$ cat src/rtl/fetch_controller.sv
// Instruction-fetch sequencer: owns the PC, issues one imem read per instruction,
// hands the word to the decoder and computes the next PC once the decoder completes.
module fetch_controller #(
  parameter logic [31:0] RESET_PC = 32'h0000_0000,
  parameter logic [15:0] MAX_WAIT = 16'd255
) (
  input  logic        clk,
  input  logic        rst,
  input  logic        halt,
  output logic        imem_req,
  output logic [31:0] imem_addr,
  input  logic        imem_ack,
  input  logic [31:0] imem_rdata,
  output logic [31:0] instruction_data,
  output logic        instruction_RDY_BSY,
  input  logic        decoder_rdy_bsy,
  input  logic [12:0] pc_offset,
  input  logic [31:0] pc_jump_address,
  input  logic        pc_absolute_flag,
  output logic [31:0] pc_counter,
  output logic [31:0] instr_count,
  output logic        fetch_error
);

  typedef enum logic [2:0] {
    IDLE    = 3'd0,
    FETCH   = 3'd1,
    PRESENT = 3'd2,
    EXECUTE = 3'd3,
    UPDATE  = 3'd4,
    HALT    = 3'd5
  } state_t;

  state_t      state_r;
  state_t      next_state_s;
  logic [15:0] wait_cnt_r;
  logic [31:0] pc_r;
  logic [31:0] next_pc_r;
  logic [31:0] next_pc_s;
  logic [31:0] instr_data_r;
  logic [31:0] instr_count_r;
  logic        req_r;
  logic        rdy_r;
  logic        error_r;
  logic        req_s;
  logic        rdy_s;
  logic        timeout_s;

  // Last allowed FETCH cycle without an ack; an ack in that cycle still wins.
  assign timeout_s = (state_r == FETCH) && !imem_ack && (wait_cnt_r == (MAX_WAIT - 16'd1));

  // Next-PC arithmetic from the decoder's outputs.
  always_comb begin
    next_pc_s = pc_r + 32'd4;
    if (pc_absolute_flag) begin
      next_pc_s = pc_jump_address & 32'hFFFF_FFFE;
    end else if (pc_offset != 13'd0) begin
      next_pc_s = pc_r + {{19{pc_offset[12]}}, pc_offset};
    end else begin
      next_pc_s = pc_r + 32'd4;
    end
  end

  // State register.
  always_ff @(posedge clk) begin
    if (rst) begin
      state_r <= IDLE;
    end else begin
      state_r <= next_state_s;
    end
  end

  // Next-state logic.
  always_comb begin
    next_state_s = state_r;
    case (state_r)
      IDLE: begin
        if (!halt) next_state_s = FETCH;
        else       next_state_s = IDLE;
      end
      FETCH: begin
        if (imem_ack)       next_state_s = PRESENT;
        else if (timeout_s) next_state_s = HALT;
        else                next_state_s = FETCH;
      end
      PRESENT: begin
        if (!decoder_rdy_bsy) next_state_s = EXECUTE;
        else                  next_state_s = PRESENT;
      end
      EXECUTE: begin
        if (decoder_rdy_bsy) next_state_s = UPDATE;
        else                 next_state_s = EXECUTE;
      end
      UPDATE: begin
        if (next_pc_r[1]) next_state_s = HALT;
        else if (halt)    next_state_s = IDLE;
        else              next_state_s = FETCH;
      end
      HALT:    next_state_s = HALT;
      default: next_state_s = IDLE;
    endcase
  end

  // Output decode: handshake outputs follow the state being entered so they register cleanly.
  always_comb begin
    req_s = 1'b0;
    rdy_s = 1'b0;
    case (next_state_s)
      FETCH:   req_s = 1'b1;
      PRESENT: rdy_s = 1'b1;
      default: begin
        req_s = 1'b0;
        rdy_s = 1'b0;
      end
    endcase
  end

  // Datapath and registered outputs.
  always_ff @(posedge clk) begin
    if (rst) begin
      req_r         <= 1'b0;
      rdy_r         <= 1'b0;
      wait_cnt_r    <= 16'd0;
      pc_r          <= RESET_PC;
      next_pc_r     <= RESET_PC;
      instr_data_r  <= 32'd0;
      instr_count_r <= 32'd0;
      error_r       <= 1'b0;
    end else begin
      req_r <= req_s;
      rdy_r <= rdy_s;
      case (state_r)
        FETCH: begin
          if (imem_ack) begin
            instr_data_r <= imem_rdata;
          end else begin
            wait_cnt_r <= wait_cnt_r + 16'd1;
            if (timeout_s) error_r <= 1'b1;
          end
        end
        EXECUTE: begin
          wait_cnt_r <= 16'd0;
          if (decoder_rdy_bsy) next_pc_r <= next_pc_s;
        end
        UPDATE: begin
          wait_cnt_r    <= 16'd0;
          pc_r          <= next_pc_r;
          instr_count_r <= instr_count_r + 32'd1;
          if (next_pc_r[1]) error_r <= 1'b1;
        end
        HALT: begin
          wait_cnt_r <= wait_cnt_r;
        end
        default: begin
          wait_cnt_r <= 16'd0;
        end
      endcase
    end
  end

  assign imem_req            = req_r;
  assign imem_addr           = pc_r;
  assign pc_counter          = pc_r;
  assign instruction_data    = instr_data_r;
  assign instruction_RDY_BSY = rdy_r;
  assign instr_count         = instr_count_r;
  assign fetch_error         = error_r;

endmodule

$ cat config.mk
export PLATFORM = sky130hd
export DESIGN_NAME = fetch_controller
export DESIGN_NICKNAME = d
export VERILOG_FILES = /design/src/rtl/fetch_controller.sv
export SDC_FILE = /design/constraint.sdc
export NUM_CORES = 1
export LEC_CHECK = 0
export ABC_AREA = 1
export BUFFER_PORTS_ARGS = -buffer_cell sky130_fd_sc_hd__clkbuf_2
export CAP_MARGIN = 20
export CORE_UTILIZATION = 23
export DETAILED_ROUTE_END_ITERATION = 16
export GPL_TIMING_DRIVEN = 1
export MAX_ROUTING_LAYER = met4
export PLACE_DENSITY = 0.52
export SLEW_MARGIN = 30
export SYNTH_ARGS = -nofsm -noshare
export SYNTH_HDL_FRONTEND = slang
export SYNTH_SLANG_ARGS = --single-unit
$ cat constraint.sdc
create_clock -name clk -period 2 [get_ports clk]
set_clock_uncertainty 0.15 [all_clocks]
set_input_delay 0 -clock clk [delete_from_list [all_inputs] [get_ports clk]]
set_output_delay 0 -clock clk [all_outputs]
set_load 0.03 [all_outputs]
==> results.md <==
- Crit end category: flop
- Ys flop type: dfxtp_1
- Area Growth Syn to Fin: 53.64%
- Final Hold Fails: 0
- DRT iter0 DRCs: 718
- Min-delay src: pc_offset[0]
- CP arrival: 2380 ps
- Mapped Cells: 1585
- Post-layout min period: 2227 ps
- Global-route wire length before repair: 60.66 mm
- Failing checks: negative setup slack
- Slew margin rel.: 46.43%
- EDFF count, synth: 0
- Setup ws final: -227.3 ps
- Worst r2r path cells: 15
- Vias: 11590
- Initial antenna violation count: 2
- Routed Antenna Nets: 0
- Critical path type: flop to flop
- Final Max Tran Viols: 0
- Cell Rows: 75
- Finished Layout Cells: 2553
- Worst reg2reg path startpoint: imem_addr[0]
- RD Place Congestion: 0.9471
- CP cell instances: ha_4 > fa_2 > nand2_4 > nand2_2 > nand2_2 > nand2_4 > nand2_2 > nand2_2 > buf_6 > nand2_4 > nand4_1 > nand3_2 > nand3_2 > nand2_2 > a21oi_2
- Clock root buffer: clkbuf_16
- CP bufs+invs: 1
- Die Ht: 207.8 um
- Hold Path Sink: next_pc_r[0]
- # DRC: 0
- TritonCTS clock tree: done
- Share of layout cells above drive strength 1: 33.35%
- Vias in the first global route: 11350
- CP required: 2150 ps
- CP top delay family: simple AND/OR/NAND/NOR gates
- Syn Nets: 1704
- Io pins: 214
- Peak supply drop: 636.9 uV
- Clock transition at path regs: 70 ps
- Register bit count reported by yosys: 150
- Port buffer count: 212
- CP Launch Type: flop
- H-tree lvl count: 4
- Drt pass-1 iters: 6
- Bufs on Longest Clock Path: 2
- Sequential fraction of the synthesis area: 30.83%
- Critical Path Slowest Stage Cell: fa_2
- Post-Syn Area: 0.009741 mm^2
- Mean Syn Cell Area: 6.145 um^2
- Grt total ovfl: 0
- Actual slew at the worst max-slew pin: 803.6 ps
- Ys async rst share: 0%
- Final design utilization: 35.76%
- WL final: 39.09 mm
- Die Area: 0.04318 mm^2
- Final setup fails: 22
- Most frequent CP cell: nand2_2
- Die X: 207.8 um
- GR Util All Layers: 18.34%
- RSZ-0062 raised after global routing: true
- Cts bufs inserted: 17
- Clk sinks: 150
- Biggest cell delay along the critical path: 400 ps
- DR vias/cell: 4.540
- Fin nets: 2118
- Crit share post-route: 111.4%
- Unique masters post-synth: 44
- Largest net degree at the start of global routing: 55
- Post-route setup TNS: -2102 ps
- Routed WL per cell: 15.31 um
- Dpl hpwl: 28.81 mm
- Clk_lat worst skew: 460 ps
- Outcome: complete, but fails checks
- Initial core utilization: 23.27%
- Leak Pwr: 7.041 nW
- Yosys warning total: 0
- Max FO, Critical Path: 3
- Reg2reg setup slack: -230 ps
- Pwr Density: 513.0 mW/mm^2
- Core box area: 0.04185 mm^2
- Post-Place Cells: 2424
- Reg-to-Reg End: next_pc_r[16]
- Hold Path Class: primary input to flop
- Upper clock frequency limit: 449.0 MHz
- Max Cap Violations: 0
- Hold path depth: 5
## worst min-delay path: cells and delay by family
family	cells	cell delay [ps]
buffers and inverters	1	170
AO/OA/AOI/OAI	3	290
adder cells (fa/ha/maj)	1	140
## power breakdown
group,internal [mW],switching [mW]
logic,0.479,0.663
clock network,1.90,1.56
registers,3.04,0.0395
## worst max path at each step
stage | start | endpoint | depth (start not counted)
after floorplan | imem_addr[0] | next_pc_r[8] | 13
after global placement | imem_addr[2] | next_pc_r[28] | 11
after detailed placement | imem_addr[3] | next_pc_r[28] | 11
after CTS | imem_addr[2] | next_pc_r[28] | 11
after global routing | imem_addr[0] | next_pc_r[16] | 16
final | imem_addr[0] | next_pc_r[16] | 15
## sequential cells by signal (all words and copies together) (netlist names)
register / count
imem_addr: 32
instr_count: 32
instruction_data: 32
next_pc_r: 32
wait_cnt_r: 16
state_r: 3
fetch_error: 1
imem_req: 1
instruction_RDY_BSY: 1
## cell usage in the layout (no fill, tap or decap), types with 25 or more instances in the layout
cell type and n:
nand3_1 82, buf_4 179, ha_4 25, dfxtp_1 119, nand2_1 330, a21oi_1 99
o21ai_0 92, nor2_1 218, clkbuf_2 212, inv_1 202, nand2_2 44, dlygate4sd3_1 68
## cell type report
class / instances / area, um^2
well taps: 539 / 674.4
flip-flops and latches: 150 / 3072
diodes: 2 / 5.005
clock inverters: 12 / 131.4
inverters: 209 / 784.5
multi-input cells: 1148 / 6525
clock buffers: 20 / 478.0
fillers: 4442 / 26890
repair buffers: 473 / 3296
## what timing repair did
action,CTS,global route
cloned,0,0
gates resized for setup,114,119
buffers inserted,16,11
endpoints found under the hold margin,86,0
setup endpoints to repair,38,86
hold buffers,68,0
pin swaps,20,33
## routing by layer
| metal | share of wire, % | vias up | track usage (%) |
|---|---|---|---|
| met2 | 47 | 328 | 29.76 |
| met3 | 5.3 | 47 | 3.132 |
| met5 | 0 | - | - |
| li1 | - | 5890 | - |
| met1 | 46 | 5326 | 23.57 |
| met4 | 1.7 | 0 | 4.470 |
## per-stage QoR
step / setup WS, ps / total power, mW / hold slack [ps] / instance area, um^2
finish: -227.3 / 7.677 / 28.89 / 14970
global route: -340.7 / 7.971 / 56.85 / 14970
CTS: -148.8 / 7.709 / 8.849 / 14400
detailed placement: -241.0 / 4.067 / 86.71 / 12450
global placement: -256.9 / 4.063 / 72.68 / 12450
floorplan: -65.33 / 3.653 / -15.05 / 9809
## cell families (layout without fill, tap and decap cells)
kind of cell    count (synthesis)  count (layout)  share of synthesized area, %
compound gates                259             259                         14.18
other cells                     0               2                             0
xor+xnor                       14              14                         1.259
simple gates                  839             839                         36.69
buf+inv                       287             714                         12.34
fa+ha+maj                      36              36                         4.701
flops                         150             150                         30.83
## synthesized netlist by cell type (all sizes together) (5+ instances only)
cell type,instances,area share (%)
a21oi,116,6.0
a31oi,6,0.39
buf,38,2.7
clkbuf,40,1.5
dfxtp,150,31
ha,35,4.5
inv,209,8.1
nand2,390,15
nand3,106,5.5
nand4,24,1.5
nor2,258,10
nor3,30,1.8
nor4,13,0.99
o211ai,8,0.62
o21a,5,0.39
o21ai,108,5.6
o21bai,7,0.54
or2,9,0.58
xor2,12,1.1
(Power assumes the default switching activity.)
